**src/rtl/pkt_tx_frame_gen_pkg.sv**
```systemverilog
// rtl/pkt_tx_frame_gen_pkg.sv - shared types and frame byte mapping for the tx frame generator
package pkt_tx_frame_gen_pkg;

  typedef enum logic [2:0] {IDLE, LOAD, SEND, GAP, FIN} state_t;

  localparam int ETH_HDR_BYTES = 14;

  // Header bytes come MSB-first from {dst, src, etype}; payload counts up from the seq seed.
  function automatic logic [7:0] byte_at(input logic [10:0] n, input logic [47:0] dst,
                                         input logic [47:0] src, input logic [15:0] etype,
                                         input logic [7:0] seq);
    logic [111:0] hdr;
    hdr = {dst, src, etype};
    if (n < 11'(ETH_HDR_BYTES))
      byte_at = 8'(hdr >> (7'd104 - {n[3:0], 3'b000}));
    else
      byte_at = 8'({3'b000, seq} + n - 11'(ETH_HDR_BYTES));
  endfunction

endpackage

```
**src/rtl/pkt_tx_frame_gen_lane.sv**
```systemverilog
// rtl/pkt_tx_frame_gen_lane.sv - combinational builder of one 64-bit frame word
module pkt_tx_frame_gen_lane
  import pkt_tx_frame_gen_pkg::*;
(
  input  logic [7:0]  word_idx,
  input  logic [10:0] len,
  input  logic [47:0] dst,
  input  logic [47:0] src,
  input  logic [15:0] etype,
  input  logic [7:0]  seq,
  output logic [63:0] data,
  output logic [2:0]  mod
);

  for (genvar i = 0; i < 8; i++) begin : g_lane
    logic [10:0] n;
    assign n = {word_idx, 3'(i)};
    assign data[63-8*i -: 8] = (n < len) ? byte_at(n, dst, src, etype, seq) : 8'd0;
  end

  assign mod = len[2:0];

endmodule

```
**src/rtl/pkt_tx_frame_gen.sv**
```systemverilog
// rtl/pkt_tx_frame_gen.sv - Ethernet frame generator for the MAC tx interface (option: PKT_TX_FRAME_GEN_STATS_EN)
module pkt_tx_frame_gen
  import pkt_tx_frame_gen_pkg::*;
#(
  parameter int MIN_LEN = 60,
  parameter int MAX_LEN = 1514,
  parameter int CNT_W   = 32
) (
  input  logic              clk_156m25,
  input  logic              reset_156m25_n,
  input  logic              start,
  input  logic              stop,
  input  logic [15:0]       cfg_num_frames,
  input  logic [13:0]       cfg_frame_len,
  input  logic [7:0]        cfg_gap,
  input  logic [47:0]       cfg_dst_mac,
  input  logic [47:0]       cfg_src_mac,
  input  logic [15:0]       cfg_ethertype,
  input  logic              pkt_tx_full,
  output logic [63:0]       pkt_tx_data,
  output logic              pkt_tx_val,
  output logic              pkt_tx_sop,
  output logic              pkt_tx_eop,
  output logic [2:0]        pkt_tx_mod,
  output logic              busy,
  output logic              done
`ifdef PKT_TX_FRAME_GEN_STATS_EN
  ,
  output logic [CNT_W-1:0]  stat_frames,
  output logic [CNT_W-1:0]  stat_bytes
`endif
);

  localparam logic [13:0] MIN_L = 14'(MIN_LEN);
  localparam logic [13:0] MAX_L = 14'(MAX_LEN);

  state_t      state;
  logic [10:0] len_q;
  logic [7:0]  last_idx;
  logic [15:0] num_q;
  logic [7:0]  gap_q;
  logic [7:0]  gap_cnt;
  logic [7:0]  k;
  logic [47:0] dst_q;
  logic [47:0] src_q;
  logic [15:0] type_q;
  logic [15:0] seq;
  logic [15:0] frames_done;
  logic        stop_seen;

  logic [10:0] len_c;
  logic [63:0] lane_data;
  logic [2:0]  lane_mod;
  logic        last_word;
  logic        end_after_frame;
  logic        end_at_gap;

  always_comb begin
    len_c = cfg_frame_len[10:0];
    if (cfg_frame_len < MIN_L)
      len_c = MIN_L[10:0];
    else if (cfg_frame_len > MAX_L)
      len_c = MAX_L[10:0];
  end

  assign last_word = (k == last_idx);
  // end_after_frame looks ahead at the eop word so gap 0 can chain the next sop without a bubble
  assign end_after_frame = stop_seen | stop | ((num_q != '0) && (frames_done + 16'd1 == num_q));
  assign end_at_gap      = stop_seen | stop | ((num_q != '0) && (frames_done == num_q));

  pkt_tx_frame_gen_lane u_lane (
    .word_idx (k),
    .len      (len_q),
    .dst      (dst_q),
    .src      (src_q),
    .etype    (type_q),
    .seq      (seq[7:0]),
    .data     (lane_data),
    .mod      (lane_mod)
  );

  always_ff @(posedge clk_156m25 or negedge reset_156m25_n) begin
    if (!reset_156m25_n) begin
      state       <= IDLE;
      len_q       <= '0;
      last_idx    <= '0;
      num_q       <= '0;
      gap_q       <= '0;
      gap_cnt     <= '0;
      k           <= '0;
      dst_q       <= '0;
      src_q       <= '0;
      type_q      <= '0;
      seq         <= '0;
      frames_done <= '0;
      stop_seen   <= 1'b0;
      pkt_tx_data <= '0;
      pkt_tx_val  <= 1'b0;
      pkt_tx_sop  <= 1'b0;
      pkt_tx_eop  <= 1'b0;
      pkt_tx_mod  <= '0;
      busy        <= 1'b0;
      done        <= 1'b0;
    end else begin
      pkt_tx_data <= '0;
      pkt_tx_val  <= 1'b0;
      pkt_tx_sop  <= 1'b0;
      pkt_tx_eop  <= 1'b0;
      pkt_tx_mod  <= '0;
      done        <= 1'b0;
      if (stop && state != IDLE)
        stop_seen <= 1'b1;
      case (state)
        IDLE: if (start) begin
          len_q       <= len_c;
          last_idx    <= 8'((len_c - 11'd1) >> 3);
          num_q       <= cfg_num_frames;
          gap_q       <= cfg_gap;
          dst_q       <= cfg_dst_mac;
          src_q       <= cfg_src_mac;
          type_q      <= cfg_ethertype;
          frames_done <= '0;
          k           <= '0;
          stop_seen   <= 1'b0;
          busy        <= 1'b1;
          state       <= LOAD;
        end
        LOAD: state <= SEND;
        SEND: if (!pkt_tx_full) begin
          pkt_tx_data <= lane_data;
          pkt_tx_val  <= 1'b1;
          pkt_tx_sop  <= (k == '0);
          pkt_tx_eop  <= last_word;
          pkt_tx_mod  <= last_word ? lane_mod : 3'd0;
          if (last_word) begin
            k           <= '0;
            seq         <= seq + 16'd1;
            frames_done <= frames_done + 16'd1;
            gap_cnt     <= gap_q;
            if (gap_q != '0 || end_after_frame)
              state <= GAP;
          end else begin
            k <= k + 8'd1;
          end
        end
        GAP: begin
          if (gap_cnt > 8'd1) begin
            gap_cnt <= gap_cnt - 8'd1;
          end else if (end_at_gap) begin
            done  <= 1'b1;
            state <= FIN;
          end else begin
            state <= SEND;
          end
        end
        FIN: begin
          busy  <= 1'b0;
          state <= IDLE;
        end
        default: state <= IDLE;
      endcase
    end
  end

`ifdef PKT_TX_FRAME_GEN_STATS_EN
  logic [CNT_W:0] byte_sum;
  assign byte_sum = {1'b0, stat_bytes} + (CNT_W+1)'(len_q);

  always_ff @(posedge clk_156m25 or negedge reset_156m25_n) begin
    if (!reset_156m25_n) begin
      stat_frames <= '0;
      stat_bytes  <= '0;
    end else if (pkt_tx_val && pkt_tx_eop) begin
      if (stat_frames != '1)
        stat_frames <= stat_frames + CNT_W'(1);
      stat_bytes <= byte_sum[CNT_W] ? '1 : byte_sum[CNT_W-1:0];
    end
  end
`endif

endmodule
```
**config.mk**
```make
export PLATFORM = sky130hd
export DESIGN_NAME = pkt_tx_frame_gen
export DESIGN_NICKNAME = d
export VERILOG_FILES = /design/src/rtl/pkt_tx_frame_gen_pkg.sv /design/src/rtl/pkt_tx_frame_gen_lane.sv /design/src/rtl/pkt_tx_frame_gen.sv
export SDC_FILE = /design/constraint.sdc
export NUM_CORES = 1
export LEC_CHECK = 0
export CAP_MARGIN = 20
export CORE_MARGIN = 3
export CORE_UTILIZATION = 35
export DETAILED_ROUTE_END_ITERATION = 8
export DONT_BUFFER_PORTS = 1
export GPL_ROUTABILITY_DRIVEN = 0
export GPL_TIMING_DRIVEN = 0
export PLACE_DENSITY = 0.58
export REMOVE_ABC_BUFFERS = 1
export SYNTH_ARGS = -nofsm -noshare
export SYNTH_HDL_FRONTEND = slang
export SYNTH_SLANG_ARGS = --single-unit
```
**constraint.sdc**
```tcl
create_clock -name clk_156m25 -period 4.4 [get_ports clk_156m25]
set_clock_uncertainty 0.05 [all_clocks]
set_input_delay 0.22 -clock clk_156m25 [delete_from_list [all_inputs] [get_ports clk_156m25]]
set_output_delay 0.22 -clock clk_156m25 [all_outputs]
set_load 0.005 [all_outputs]
```
# Yosys cells after proc, flatten, opt, wreduce, memory -nomap -nowiden
# Cells that the tools add are included.
word_totals:
  register_bits: 279
  latch_bits: 0
  ramBits: 0
  romBits: 0
  inputBits: 155
  wordCells: 168
  memories: 0
classes:
  add_sub_neg: 29
  n_mul: 0
  div: 0
  n_lt_le_gt_ge: 19
  eq_ne: 13
  n_shift: 8
  muxes: 56
  bitwise: 4
  reduce_logical: 19
op_table:
  columns: ["cell", "count"]
  rows:
  - ["right shift 112 x 7 -> 8 bit", 8]
  - ["two-way mux 8 bit", 22]
  - ["two-way mux 64 bit", 2]
  - ["less-than comparator 11 bit", 8]
  - ["less-than comparator 11 x 4 -> 1 bit, second input constant", 8]
  - ["adder 8 bit", 8]
  - ["subtractor 8 x 4 -> 8 bit, second input constant", 8]
  - ["subtractor 7 bit, first input constant", 8]
  - ["two-way mux 16 bit", 3]
  - ["adder 16 x 1 -> 16 bit, second input constant", 2]
  - ["== test 16 bit", 2]
  - ["one-hot mux 16 bit (2 select lines)", 1]
  - ["one-hot mux 8 bit (2 select lines)", 2]
  - ["two-way mux 3 bit", 9]
  - ["two-way mux 11 bit", 2]
  - ["nonzero test 16 bit", 1]
  - ["> comparator 14 x 11 -> 1 bit, second input constant", 1]
  - ["less-than comparator 14 x 6 -> 1 bit, second input constant", 1]
  - ["two-way mux 1 bit", 13]
  - ["inequality test 2 bit, second input constant", 6]
  - ["one-hot mux 3 bit (4 select lines)", 1]
  - ["subtractor 11 x 1 -> 11 bit, second input constant", 1]
  - ["adder 8 x 1 -> 8 bit, second input constant", 1]
  - ["== test 8 bit", 1]
  - ["19 further kinds", 29]

# Depth between registers and ports, before layout
depth:
  word_depth: 9
  depth_mapped: 14
  mapped_depth_nobuf: 12

# Cells and area by module
# A second synthesis with hierarchy kept.
hier_totals:
  cells_unflattened: 1555
  hier_area_um2: 13915.8
modules_own_cells:
  columns: ["module", "instances", "cells_per_inst", "area_per_inst_um2"]
  rows:
  - ["pkt_tx_frame_gen", 1, 1167, 11193.2]
  - ["pkt_tx_frame_gen_lane", 1, 388, 2722.6]

# Worst setup path before layout
# Ideal clock, no wire load.
synth_timing:
  path_kind: "reg-to-reg"
  from: "reg k[0]"
  to: "reg pkt_tx_data[22]"
  arrival_ns: 2.863
  required_time_ns: 4.256
  slack_ns: 1.393
  stages_incl_launch_ff: 14
  n_path_buf: 3
  cell_sequence: "dfrtp_1 > buf_2 > clkbuf_1 > inv_1 > ha_1 > clkbuf_1 > inv_1 > fa_1 > o31ai_1 > a21o_1 > a21oi_1 > xnor2_1 > nor2_1 > a211oi_1"
synth_via:
  elab_chain_len: 6
  word_cells_on_any_way: 10
  classes_between: "add/sub (3); order compare (2); shift (1); mux (4)"
synth_lines:
  columns: ["element", "line", "source"]
  rows:
  - ["start, declared", "pkt_tx_frame_gen.sv:43", "logic [7:0] k;"]
  - ["start signal, assigned", "pkt_tx_frame_gen.sv:143", "k <= k + 8'd1;"]
  - ["subtractor 7 bit or adder 8 bit (tied branches)", "pkt_tx_frame_gen_pkg.sv:15, pkt_tx_frame_gen_pkg.sv:17", null]
  - ["right shift 112 x 7 -> 8 bit or subtractor 8 x 4 -> 8 bit (tied branches)", "pkt_tx_frame_gen_pkg.sv:15, pkt_tx_frame_gen_pkg.sv:17", null]
  - ["two-way mux 8 bit", "pkt_tx_frame_gen_pkg.sv:14", "if (n < 11'(ETH_HDR_BYTES))"]
  - ["two-way mux 8 bit (*)", "pkt_tx_frame_gen_lane.sv:18", "assign data[63-8*i -: 8] = (n < len) ? byte_at(n, dst, src, etype, seq) : 8'd0;"]
  - ["two-way mux 64 bit (*)", "pkt_tx_frame_gen.sv:129", "SEND: if (!pkt_tx_full) begin"]
  - ["two-way mux 64 bit (*)", "pkt_tx_frame_gen.sv:113", "case (state)"]
  - ["end signal, assigned", "pkt_tx_frame_gen.sv:130", "pkt_tx_data <= lane_data;"]
  - ["end, declared", "pkt_tx_frame_gen.sv:20", "output logic [63:0] pkt_tx_data,"]
# Mark *: on every way between the ends. The rest lies on a longest branch, timed or not.
# A chain may end at the register's enable or synchronous reset.

# Final worst setup path
layout_timing:
  from: "reg k[0]"
  to: "reg pkt_tx_data[31]"
# The elaborated chain is that of the path after synthesis.

==> results.md <==
- Yosys top cell area share: 0.506
- CP Capture Type: flip-flop
- Fin crit share: 0.895
- Via count: 10,721
- CP Class: flip-flop to flip-flop
- Comb power frac: 0.311
- Seq cells post-synth: 271
- Die Height: 202 um
- First-pass GRT wire length: 61,900 um
- Skew-Pair Late Insertion Delay: 530 ps
- CTS sink cnt: 271
- Cell Int Power: 6.48 mW
- Yosys top cell by area: dfrtp_1
- Clock share of power: 0.288
- Post-DRT Antenna Nets: 0
- Final min period: 3940 ps
- DR DRC count: 0
- Initial Util: 0.356
- Inserted Diodes: 0
- Fill count: 3,603
- Sequential share of power: 0.400
- Drt pass-1 iters: 5
- Area grow syn2layout: 25.8%
- CTS tree: done
- Power per cell area: 599 nW/um2
- CP Launch Type: flip-flop
- Most frequent cells in the layout: nand2_1 (450), dfrtp_1 (270), dlygate4sd3_1 (160)
- Nets: 1,811
- CP Max Fanout: 51
- Final Setup Violations: 0
- Final hold violations: 271
- DR iter-0 viols: 695
- CP Data Arrival Time: 4260 ps
- Tightest Pin Transition: 1030 ps
- Syn_area_per_cell: 9.03 um2
- Status: complete, but fails checks
- Post-synthesis sequential area ratio: 0.506
- Area of the core: 37,700 um2
- H-tree depth: 2
- Mapped cell area: 13,400 um2
- Clock slew at the register clock pins of the worst setup and hold paths: 60 ps
- Top_reg_cell synth: dfrtp_1
- CP Data Required Time: 4720 ps
- Deepest clock path buffer count: 3
- Clock Tree Root: clkbuf_16
- PortBufs: 0
- Failing checks: negative hold slack
- Row count: 71
- IO Count: 227
- Largest net degree at the start of global routing: 272
- Post-DP HPWL: 25,900 um
- Chip width: 202 um
- Layout cells sized above 1: 0.0590
- Gr ovfl total: 0
- RSZ-0062 raised after global routing: no
- Num CTS Buffers: 34
- P_leak: 7.91 nW
- Rel. slew slack: 0.308
- Post-route cell area: 16,900 um2
- Commonest non-fill, non-tap cell in the layout: nand2_1
- Reg2reg setup slack: 460 ps
- Post-DR vias/cell: 4.97
- Max Cap Viol: 0
- Wire length per cell: 18.1 um
- Vias in the first global route: 11,126
- Total GRT Usage: 0.191
- Worst vdd ir: 0.342 mV
- DRT Wirelength: 39,000 um
- Initial antenna violation count: 0
- Synth Instances: 1,484
- CTS Hold Buffers Added: 160
- Syn. warnings: 0
- Netlist cell types: 58
- Die ar.: 40,700 um2
- Cell Area, Placed: 14,100 um2
- Pins over their slew limit: 0
- EDFF count, synth: 0
- Fmax: 254 MHz
- Hold_ws: -659 ps
- Async S/R FF share, synth: 1.00
- Synth top area cells: dfrtp_1 (51%), nand2_1 (13%), xnor2_1 (3.5%)
- Hold WC Path Type: primary input to asynchronous set/reset pin
- NetSw: 3.62 mW
- Sw Share: 0.358
Yosys cell counts (all sizes together), types with 12 or more instances:
library cell	instances
o21ai	52
buf	19
mux2i	42
dfrtp	271
nand4	13
nand3	26
clkbuf	58
xor2	36
nand2	451
nor2	120
a21oi	47
a31oi	12
a211oi	55
nor3b	13
nor3	23
xnor2	54
inv	46
nor2b	13
ha	32
nor4	17
cell families after synthesis:
kind of cell,synth area share
buffers and inverters,0.0365
AOI/OAI and AO/OA,0.0979
and+or+nand+nor,0.229
adders and majority gates,0.0373
DFF,0.506
xor gates and xnor gates,0.0594
muxes,0.0339
power groups by stage:
stage               combinational, mW  clock [mW]  sequential [mW]
global placement                 2.82           0             4.12
CTS                              3.15        2.99             4.05
detailed placement               2.98           0             4.07
global route                     3.56        3.11             4.15
floorplan                        2.13           0             3.87
finish                           3.14        2.91             4.04
per-stage QoR:
| step | instances | power [mW] | util | worst slack (ps) | TNS [ps] |
|---|---|---|---|---|---|
| global route | 2155 | 10.8 | 0.448 | 228 | 0 |
| detailed placement | 1933 | 7.05 | 0.373 | 414 | 0 |
| floorplan | 1407 | 6.00 | - | -397 | -3060 |
| CTS | 2154 | 10.2 | 0.447 | 430 | 0 |
| global placement | 1918 | 6.93 | 0.364 | -2730 | -408520 |
| finish | 2155 | 10.1 | 0.448 | 460 | 0 |
flip-flops by register name, indices dropped and copies added, names as in the netlist, 3 cells and up:
register,flops
pkt_tx_mod,3
num_q,16
src_q,48
frames_done,16
state,3
seq,8
len_q,11
last_idx,8
k,8
type_q,16
gap_cnt,8
dst_q,48
gap_q,8
pkt_tx_data,64
routing by layer:
| metal | global-route usage | share of wire | vias up |
|---|---|---|---|
| li1 | - | - | 5202 |
| met1 | 0.246 | 0.44 | 5203 |
| met2 | 0.322 | 0.48 | 258 |
| met3 | 0.0437 | 0.055 | 58 |
| met4 | 0.0596 | 0.024 | 0 |
| met5 | 0 | 0 | - |
final timing paths:
path / end / depth (start not counted) / from
hold / removal: frames_done[13] / 0 / reset_156m25_n
max in group asynchronous: dst_q[26] / 0 / reset_156m25_n
hold reg to reg: src_q[37] / 2 / src_q[37]
setup / recovery: pkt_tx_data[31] / 13 / k[0]
min in group clk_156m25: last_idx[6] / 4 / cfg_frame_len[8]
setup reg to reg: pkt_tx_data[31] / 13 / k[0]
repair_timing:
action | in CTS | in global routing
setup buffers | 0 | 0
hold endpoints to repair | 433 | 271
gates resized for setup | 0 | 0
final cells by class:
type / instances / area, um2 / area share
Clock inverter: 13 / 159 / 0.00943
Clock buffer: 48 / 1020 / 0.0603
Multi-Input combinational cell: 1090 / 6150 / 0.365
Inverter: 46 / 173 / 0.0102
Timing Repair Buffer: 176 / 1930 / 0.115
Tap cell: 511 / 639 / 0.0379
Sequential cell: 271 / 6790 / 0.403
worst max-delay path: stages (launching register included):
cell and delay [ps]:
dfrtp_4 730, buf_16 320, inv_1 240, ha_1 610, ha_1 270, inv_1 60, fa_1 480, nor2b_1 130
o21ai_0 80, nand2b_1 250, a21oi_1 100, xor2_1 150, nor2_1 190, a211oi_1 70
(Power assumes the default switching activity.)
